## src/rtl/load_store_unit_if.sv

```systemverilog
// rtl/load_store_unit_if.sv - core request/response and data-memory signals of the load/store unit
// slave: the load/store unit itself; master: the core datapath plus data memory side.
interface load_store_unit_if;
  logic        req_valid;
  logic        req_ready;
  logic        req_we;
  logic [1:0]  req_size;
  logic        req_unsigned;
  logic [31:0] req_addr;
  logic [31:0] req_wdata;
  logic        resp_valid;
  logic [31:0] resp_rdata;
  logic        resp_err;
  logic        mem_read;
  logic        mem_write;
  logic [31:0] mem_addr;
  logic [31:0] mem_wdata;
  logic [31:0] mem_rdata;

  modport slave (
    input  req_valid, req_we, req_size, req_unsigned, req_addr, req_wdata, mem_rdata,
    output req_ready, resp_valid, resp_rdata, resp_err,
    output mem_read, mem_write, mem_addr, mem_wdata
  );

  modport master (
    output req_valid, req_we, req_size, req_unsigned, req_addr, req_wdata, mem_rdata,
    input  req_ready, resp_valid, resp_rdata, resp_err,
    input  mem_read, mem_write, mem_addr, mem_wdata
  );
endinterface

```

## src/rtl/load_store_unit.sv

```systemverilog
// rtl/load_store_unit.sv - big-endian byte/half/word load/store initiator with read-modify-write stores
// Define LSU_ALIGN_CHECK_EN to reject misaligned half/word accesses instead of forcing alignment.
module load_store_unit #(
  parameter int unsigned MEM_BYTES = 512
) (
  input logic              CLK,
  input logic              RST,
  load_store_unit_if.slave bus
);
  typedef enum logic [1:0] {IDLE, RD, WR, RESP} state_e;

  state_e      state_q, state_d;
  logic        we_q, we_d;
  logic [1:0]  size_q, size_d;
  logic        uns_q, uns_d;
  logic [1:0]  off_q, off_d;
  logic [15:0] wdata_q, wdata_d;
  logic        resp_valid_q, resp_valid_d;
  logic        resp_err_q, resp_err_d;
  logic [31:0] resp_rdata_q, resp_rdata_d;
  logic        mem_read_q, mem_read_d;
  logic        mem_write_q, mem_write_d;
  logic [31:0] mem_addr_q, mem_addr_d;
  logic [31:0] mem_wdata_q, mem_wdata_d;
  logic        req_err;
  logic [1:0]  req_off;

  function automatic logic [31:0] lane_extract(input logic [31:0] w, input logic [1:0] size,
                                               input logic uns, input logic [1:0] off);
    logic [7:0]  b;
    logic [15:0] h;
    case (off)
      2'd0:    b = w[31:24];
      2'd1:    b = w[23:16];
      2'd2:    b = w[15:8];
      default: b = w[7:0];
    endcase
    h = off[1] ? w[15:0] : w[31:16];
    case (size)
      2'b00:   return uns ? {24'h0, b} : {{24{b[7]}}, b};
      2'b01:   return uns ? {16'h0, h} : {{16{h[15]}}, h};
      default: return w;
    endcase
  endfunction

  function automatic logic [31:0] lane_merge(input logic [31:0] w, input logic [1:0] size,
                                             input logic [1:0] off, input logic [15:0] d);
    logic [31:0] m;
    m = w;
    if (size == 2'b00) begin
      case (off)
        2'd0:    m[31:24] = d[7:0];
        2'd1:    m[23:16] = d[7:0];
        2'd2:    m[15:8]  = d[7:0];
        default: m[7:0]   = d[7:0];
      endcase
    end else if (off[1]) begin
      m[15:0] = d;
    end else begin
      m[31:16] = d;
    end
    return m;
  endfunction

  // Lane offset is forced to the natural alignment of the size; the optional check turns misalignment into an error.
  always_comb begin
    req_err = (bus.req_size == 2'b11) || (bus.req_addr >= MEM_BYTES);
`ifdef LSU_ALIGN_CHECK_EN
    req_err = req_err || ((bus.req_size == 2'b01) && bus.req_addr[0])
                      || ((bus.req_size == 2'b10) && (bus.req_addr[1:0] != 2'b00));
`else
    req_err = req_err || 1'b0;
`endif
    case (bus.req_size)
      2'b00:   req_off = bus.req_addr[1:0];
      2'b01:   req_off = {bus.req_addr[1], 1'b0};
      default: req_off = 2'b00;
    endcase
  end

  always_comb begin
    state_d      = state_q;
    we_d         = we_q;
    size_d       = size_q;
    uns_d        = uns_q;
    off_d        = off_q;
    wdata_d      = wdata_q;
    resp_valid_d = 1'b0;
    resp_err_d   = 1'b0;
    resp_rdata_d = 32'h0;
    mem_read_d   = 1'b0;
    mem_write_d  = 1'b0;
    mem_addr_d   = mem_addr_q;
    mem_wdata_d  = mem_wdata_q;
    case (state_q)
      IDLE: begin
        if (bus.req_valid) begin
          we_d       = bus.req_we;
          size_d     = bus.req_size;
          uns_d      = bus.req_unsigned;
          off_d      = req_off;
          wdata_d    = bus.req_wdata[15:0];
          mem_addr_d = {bus.req_addr[31:2], 2'b00};
          if (req_err) begin
            state_d      = RESP;
            resp_valid_d = 1'b1;
            resp_err_d   = 1'b1;
          end else if (bus.req_we && (bus.req_size == 2'b10)) begin
            state_d     = WR;
            mem_write_d = 1'b1;
            mem_wdata_d = bus.req_wdata;
          end else begin
            state_d    = RD;
            mem_read_d = 1'b1;
          end
        end
      end
      RD: begin
        if (we_q) begin
          state_d     = WR;
          mem_write_d = 1'b1;
          mem_wdata_d = lane_merge(bus.mem_rdata, size_q, off_q, wdata_q);
        end else begin
          state_d      = RESP;
          resp_valid_d = 1'b1;
          resp_rdata_d = lane_extract(bus.mem_rdata, size_q, uns_q, off_q);
        end
      end
      WR: begin
        state_d      = RESP;
        resp_valid_d = 1'b1;
      end
      default: state_d = IDLE;
    endcase
  end

  always_ff @(posedge CLK) begin
    if (RST) begin
      state_q      <= IDLE;
      we_q         <= 1'b0;
      size_q       <= 2'b00;
      uns_q        <= 1'b0;
      off_q        <= 2'b00;
      wdata_q      <= 16'h0;
      resp_valid_q <= 1'b0;
      resp_err_q   <= 1'b0;
      resp_rdata_q <= 32'h0;
      mem_read_q   <= 1'b0;
      mem_write_q  <= 1'b0;
      mem_addr_q   <= 32'h0;
      mem_wdata_q  <= 32'h0;
    end else begin
      state_q      <= state_d;
      we_q         <= we_d;
      size_q       <= size_d;
      uns_q        <= uns_d;
      off_q        <= off_d;
      wdata_q      <= wdata_d;
      resp_valid_q <= resp_valid_d;
      resp_err_q   <= resp_err_d;
      resp_rdata_q <= resp_rdata_d;
      mem_read_q   <= mem_read_d;
      mem_write_q  <= mem_write_d;
      mem_addr_q   <= mem_addr_d;
      mem_wdata_q  <= mem_wdata_d;
    end
  end

  assign bus.req_ready  = (state_q == IDLE);
  assign bus.resp_valid = resp_valid_q;
  assign bus.resp_err   = resp_err_q;
  assign bus.resp_rdata = resp_rdata_q;
  assign bus.mem_read   = mem_read_q;
  assign bus.mem_write  = mem_write_q;
  assign bus.mem_addr   = mem_addr_q;
  assign bus.mem_wdata  = mem_wdata_q;
endmodule

```

## src/flat_wrapper.sv

```systemverilog
// flat-port wrapper written by rule: the top's interface ports become plain ports
module load_store_unit_flat 
#(
  parameter int unsigned MEM_BYTES = 512
)
  (CLK, RST, bus_req_valid, bus_req_we, bus_req_size, bus_req_unsigned, bus_req_addr, bus_req_wdata, bus_mem_rdata, bus_req_ready, bus_resp_valid, bus_resp_rdata, bus_resp_err, bus_mem_read, bus_mem_write, bus_mem_addr, bus_mem_wdata);
  load_store_unit_if bus_i ();
  input logic CLK;
  input logic RST;
  input wire logic [$bits(bus_i.req_valid)-1:0] bus_req_valid;
  input wire logic [$bits(bus_i.req_we)-1:0] bus_req_we;
  input wire logic [$bits(bus_i.req_size)-1:0] bus_req_size;
  input wire logic [$bits(bus_i.req_unsigned)-1:0] bus_req_unsigned;
  input wire logic [$bits(bus_i.req_addr)-1:0] bus_req_addr;
  input wire logic [$bits(bus_i.req_wdata)-1:0] bus_req_wdata;
  input wire logic [$bits(bus_i.mem_rdata)-1:0] bus_mem_rdata;
  output wire logic [$bits(bus_i.req_ready)-1:0] bus_req_ready;
  output wire logic [$bits(bus_i.resp_valid)-1:0] bus_resp_valid;
  output wire logic [$bits(bus_i.resp_rdata)-1:0] bus_resp_rdata;
  output wire logic [$bits(bus_i.resp_err)-1:0] bus_resp_err;
  output wire logic [$bits(bus_i.mem_read)-1:0] bus_mem_read;
  output wire logic [$bits(bus_i.mem_write)-1:0] bus_mem_write;
  output wire logic [$bits(bus_i.mem_addr)-1:0] bus_mem_addr;
  output wire logic [$bits(bus_i.mem_wdata)-1:0] bus_mem_wdata;
  assign bus_i.req_valid = bus_req_valid;
  assign bus_i.req_we = bus_req_we;
  assign bus_i.req_size = bus_req_size;
  assign bus_i.req_unsigned = bus_req_unsigned;
  assign bus_i.req_addr = bus_req_addr;
  assign bus_i.req_wdata = bus_req_wdata;
  assign bus_i.mem_rdata = bus_mem_rdata;
  assign bus_req_ready = bus_i.req_ready;
  assign bus_resp_valid = bus_i.resp_valid;
  assign bus_resp_rdata = bus_i.resp_rdata;
  assign bus_resp_err = bus_i.resp_err;
  assign bus_mem_read = bus_i.mem_read;
  assign bus_mem_write = bus_i.mem_write;
  assign bus_mem_addr = bus_i.mem_addr;
  assign bus_mem_wdata = bus_i.mem_wdata;
  load_store_unit #(.MEM_BYTES(MEM_BYTES)) u_core (.CLK(CLK), .RST(RST), .bus(bus_i));
endmodule
```

## config.mk

```make
export PLATFORM = sky130hd
export DESIGN_NAME = load_store_unit_flat
export DESIGN_NICKNAME = d
export VERILOG_FILES = /design/src/rtl/load_store_unit_if.sv /design/src/rtl/load_store_unit.sv /design/src/flat_wrapper.sv
export SDC_FILE = /design/constraint.sdc
export NUM_CORES = 1
export LEC_CHECK = 0
export BUFFER_PORTS_ARGS = -buffer_cell sky130_fd_sc_hd__buf_2
export CAP_MARGIN = 10
export CORE_ASPECT_RATIO = 0.5
export CORE_MARGIN = 3
export CORE_UTILIZATION = 35
export CTS_CLUSTER_DIAMETER = 100
export CTS_CLUSTER_SIZE = 25
export DETAILED_ROUTE_END_ITERATION = 10
export PLACE_DENSITY = 0.68
export SKIP_LAST_GASP = 1
export SLEW_MARGIN = 30
export SYNTH_ARGS = -nofsm -noshare
export SYNTH_HDL_FRONTEND = slang
export SYNTH_SLANG_ARGS = --single-unit
```

## constraint.sdc

```tcl
create_clock -name CLK -period 3.38 [get_ports CLK]
set_input_delay 0.338 -clock CLK [delete_from_list [all_inputs] [get_ports CLK]]
set_output_delay 0.338 -clock CLK [all_outputs]
set_load 0.1 [all_outputs]
```

# Yosys cells after proc, flatten, opt, wreduce, memory -nomap -nowiden
# Cells that the tools add are included.
op_classes:
  div: 0
  multipliers: 0
  eq_ne: 12
  n_reduce_logical: 13
  shifts: 0
  bitwise: 3
  n_lt_le_gt_ge: 1
  mux: 33
  add_sub_neg: 0
op_table:
  columns: ["op", "n"]
  rows:
  - ["two-way mux 32 bit", 7]
  - ["one-hot mux 32 bit (2 select lines)", 2]
  - ["two-way mux 16 bit", 3]
  - ["greater-or-equal comparator 32 x 10 -> 1 bit, second input constant", 1]
  - ["two-way mux 8 bit", 4]
  - ["one-hot mux 8 bit (3 select lines)", 1]
  - ["two-way mux 1 bit", 9]
  - ["equality test 2 x 1 -> 1 bit, second input constant", 4]
  - ["equality test 2 bit, second input constant", 4]
  - ["zero test 2 bit", 4]
  - ["two-way mux 2 bit", 3]
  - ["one-hot mux 2 bit (3 select lines)", 1]
  - ["OR reduction 3 bit", 2]
  - ["AND reduction 5 bit", 1]
  - ["inequality test 2 x 1 -> 1 bit, second input constant", 2]
  - ["inequality test 2 bit, second input constant", 2]
  - ["one-hot mux 2 bit (2 select lines)", 1]
  - ["OR reduction 4 bit", 1]
  - ["inverter 1 bit", 3]
  - ["one-hot mux 1 bit (3 select lines)", 1]
  - ["one-hot mux 1 bit (2 select lines)", 1]
  - ["AND reduction 2 bit", 1]
  - ["nonzero test 2 bit", 1]
  - ["OR reduction 2 bit", 1]
  - ["2 further kinds", 2]
word_totals:
  mem_count: 0
  in_bits: 103
  ramBits: 0
  romBits: 0
  latchBits: 0
  ff_bits: 122

# Depth between registers and ports, before layout
logic_depth:
  ltp_word: 6
  depth_mapped: 9
  mapped_depth_nobuf: 6

# Worst setup path after synthesis
# No wires, ideal clock.
synth_timing:
  path_kind: "register to register"
  startpoint: "register u_core.state_q[0]"
  endpoint: "register u_core.mem_wdata_q[12], in the netlist u_core.bus.mem_wdata[12]"
  arrival_ns: 2.520
  slack_ns: 0.739
  t_required_ns: 3.259
  path_stages_with_launch: 10
  n_path_buf: 3
  period_less_slack_ns: 2.641
  setup_time_ns: 0.121
  cell_sequence: "dfxtp_1 > inv_1 > ha_1 > and2_1 > clkbuf_1 > nand3_1 > o22a_1 > buf_6 > buf_8 > mux2_4"
synth_between:
  elab_chain_len: 3
  word_cells_on_any_way: 9
synth_lines:
  columns: ["item", "line", "text"]
  rows:
  - ["start: declaration", "load_store_unit.sv:12", "state_e state_q, state_d;"]
  - ["start signal: assignment", "load_store_unit.sv:153", "state_q <= state_d;"]
  - ["zero test 2 bit (*)", null, null]
  - ["net bus_req_ready", "flat_wrapper.sv:17", "output wire logic [$bits(bus_i.req_ready)-1:0] bus_req_ready;"]
  - ["inequality test 2 bit (no source line), or another cell as far along", null, null]
  - ["AND reduction 5 bit (no source line)", null, null]
  - ["end signal: assignment", "load_store_unit.sv:165", "mem_wdata_q <= mem_wdata_d;"]
  - ["end: declaration", "load_store_unit.sv:24", "logic [31:0] mem_wdata_q, mem_wdata_d;"]
# Mark *: on every way through the listed nets, which the timed path passes. The rest lies on a longest branch.
# A chain may end at the register's enable or synchronous reset.

# Worst setup path in the final report
layout_timing:
  startpoint: "register u_core.off_q[1]"
  endpoint: "register u_core.mem_wdata_q[8], in the netlist u_core.bus.mem_wdata[8]"
layout_between:
  elab_chain_len: 5
  word_cells_on_any_way: 6
layout_lines:
  columns: ["item", "line", "text"]
  rows:
  - ["start: declaration", "load_store_unit.sv:16", "logic [1:0] off_q, off_d;"]
  - ["start signal: assignment", "load_store_unit.sv:143", "off_q <= 2'b00;"]
  - ["start signal: assignment", "load_store_unit.sv:157", "off_q <= off_d;"]
  - ["equality test 2 bit", "load_store_unit.sv:51", "case (off)"]
  - ["two-way mux 8 bit", "load_store_unit.sv:51", null]
  - ["two-way mux 32 bit (*)", "load_store_unit.sv:50", "if (size == 2'b00) begin"]
  - ["two-way mux 32 bit (*)", "load_store_unit.sv:119", "if (we_q) begin"]
  - ["one-hot mux 32 bit (2 select lines) (*)", "load_store_unit.sv:95", "case (state_q)"]
# Every way passes the cells marked *; elsewhere a longest branch is shown, timed or not. The select of a mux whose other input is x is not followed.

==> results.toml <==
[status]
outcome = "finished, final reports clean"

[place]
routabilityCongestion = 0.8094
dp_hpwl_um = 14040
numPortBuffers = 201
placed_area_sq_um = 7094
pre_cts_ws_ns = 0.9393
dp_cells = 1121

[hold_path]
worstHoldEndpoint = "u_core.bus.mem_addr[8]"
hold_path_class = "in2reg"
hold_path_depth = 3
min_from = "bus_req_addr[8]"

[global_routing]
grt_max_degree = 76
grt_pass1_vias = 5660
overflow = 0
grt_pass1_wl_um = 29730
track_usage_pct = 19.86
antenna_found_initial = 4

[finish]
syn_to_final_growth_pct = 27.28
layout_common_cells = "buf_2, nand2_1, dfxtp_1, a21oi_1, nand2b_1"
final_design_area_no_fill_sq_um = 7660
final_cells = 1154
final_common_cell = "buf_2"
layout-drive-gt1-share_pct = 30.56
post-route-util_pct = 46.15
nNetsFinal = 1020

[clock_tree]
tritoncts = "yes"
path_clk_slew_ns = 0.06
clockRootBuffer = "clkbuf_16"
cts_buffer_depth = 2
clock_latency_ns = 0.42
htree_levels = 4
numClockSinks = 122
cts-buffers-inserted = 17
cts_hold_buf = 0
cts_setup_buffers = 0
cts-resized-gates = 0

[timing]
fin_setup_tns_ns = 0
fin_skew_ns = 0.008280
drv_slew = 0
tightest_slew_ns = 0.7298
whs_ns = 0.1513
rsz0062_at_grt = "no"
hold_viol_final = 0
report.final.setup_viol = 0
min_period_over_period_pct = 72.19
slew-limit-headroom_pct = 51.34
max_freq_mhz = 409.8
setup_ws_ns = 0.9399
period_minus_slack_ns = 2.440

[detailed_routing]
dr.first_iter.drc_count = 370
firstDrtPassIters = 7
wl_per_cell_um = 16.47
vias_per_cell = 5.022
detail-route-antenna-nets = 0
vias = 5795
drc = 0
wl_um = 19000

[yosys]
ys_ff_latch = 122
syn_inst = 750
ys_seq_area_share_pct = 40.58
synth_area_per_cell_sq_um = 8.024
synth_cell_types = 43
netlist_area_sq_um = 6018
yosysWarnings = 0

[power]
p_per_area_nw_per_um2 = 807.5
p_leak_nw = 3.474
power_mw = 6.185
ir_drop_mv = 0.4450

[critical_path]
max_stage_delay_ns = 0.70
cp_data_required_time_ns = 3.68
end_kind = "flip-flop"
cp_cell_sequence = "nor2b_1 > mux2_2 > o211ai_1 > a21oi_1 > mux2_4"
r2r_cells = 5
reg2reg_from = "u_core.off_q[1]"
path_class = "reg2reg"
cp_num_buf_inv = 0
worst-path-max-fanout = 23
r2r_slack_ns = 0.94
rr_endpoint = "u_core.bus.mem_wdata[8]"
cp_slowest_cell = "dfxtp_2"
critPathArrivalTime_ns = 2.74
setup.worst_path.start_class = "flip-flop"
critPathTopFamily = "multiplexers"

[floorplan]
die_area_sq_um = 18900
coreArea_sq_um = 16600
floorplan.initialDensity_pct = 36.26
pin_count = 204
die_width_um = 191.4
rows = 33
die_height_um = 98.73

[run]
drv_cap = 0
area by class of cell:
cell class	count	area, sq um
diodes	1	2.502
clock buffers	19	442.9
clock inverters	13	120.1
fillers	1680	8939
inverters	3	11.26
multi-input cells	560	3267
flip-flops and latches	122	2444
well taps	227	284.0
repair buffers	209	1089
power by group:
| part | switching [mW] | internal, mW |
|---|---|---|
| sequential | 0.157 | 1.65 |
| clock | 0.694 | 1.03 |
| combinational | 2.06 | 0.589 |
cells in the mapped netlist (all sizes together):
cell type | instances | area [sq um]
nand2 | 200 | 750.7
dfxtp | 122 | 2442
a21oi | 104 | 520.5
clkbuf | 45 | 168.9
nand2b | 35 | 219.0
mux2 | 33 | 424.2
mux2i | 33 | 330.3
nor2 | 33 | 126.4
buf | 21 | 140.1
nor2b | 20 | 125.1
o21ai | 20 | 103.9
a311o | 16 | 160.2
o211ai | 16 | 120.1
a22oi | 9 | 67.56
a22o | 7 | 61.31
nor4 | 6 | 37.54
ha | 4 | 50.05
nor3 | 4 | 20.02
or2 | 4 | 25.03
inv | 3 | 11.26
a211o | 2 | 17.52
a211oi | 2 | 15.01
a31oi | 1 | 6.260
and2 | 1 | 6.260
and4 | 1 | 8.760
conb | 1 | 3.750
nand3 | 1 | 5.000
nand3b | 1 | 7.510
nand4 | 1 | 12.51
nor4b | 1 | 8.760
o22a | 1 | 8.760
or3 | 1 | 6.260
or4 | 1 | 7.510
tightest hold or removal path: cells and delay by family:
family	cells	cell delay, ns
AOI/OAI and AO/OA	1	0.05
and+or+nand+nor	1	0.04
buffers and inverters	1	0.09
cell families (layout without fill, tap and decap cells):
group / after synthesis / in the layout / synth area share (%)
and+or+nand+nor: 310 / 310 / 22.70
AOI/OAI and AO/OA: 178 / 178 / 17.96
buffers and inverters: 69 / 244 / 5.322
muxes: 66 / 66 / 12.54
DFF: 122 / 122 / 40.58
adders and majority gates: 4 / 4 / 0.8316
other: 1 / 3 / 0.06231
sequential cells by signal (all words and copies together) (netlist names):
name / cells
u_core.we_q: 1
u_core.size_q: 2
u_core.wdata_q: 16
u_core.uns_q: 1
u_core.state_q: 2
u_core.bus.mem_write: 1
u_core.bus.mem_wdata: 32
u_core.bus.resp_rdata: 32
u_core.off_q: 2
u_core.bus.mem_read: 1
u_core.bus.resp_valid: 1
u_core.bus.resp_err: 1
u_core.bus.mem_addr: 30
worst max-delay path by stage:
stage | endpoint | cells past startpoint | from | slack, ns
2_1_floorplan | u_core.bus.mem_wdata[12] | 9 | u_core.state_q[0] | 0.74
3_3_place_gp | u_core.bus.mem_wdata[29] | 5 | bus_req_addr[21] | 0.96
3_5_place_dp | u_core.bus.mem_wdata[12] | 5 | u_core.off_q[1] | 0.94
4_1_cts | u_core.bus.mem_wdata[12] | 5 | u_core.off_q[1] | 0.95
5_1_grt | u_core.bus.mem_wdata[10] | 5 | u_core.off_q[1] | 0.79
6_report | u_core.bus.mem_wdata[8] | 5 | u_core.off_q[1] | 0.94
routing by layer:
metal	wire length, um	share of wire (%)	track usage (%)	vias to the layer above
met5	39	0.21	0	-
met4	275	1.4	5.915	6
met3	1348	7.1	5.864	25
met2	8998	47	32.62	187
met1	8342	44	25.38	2693
li1	-	-	-	2884
Power figures use the tool's default switching activity.
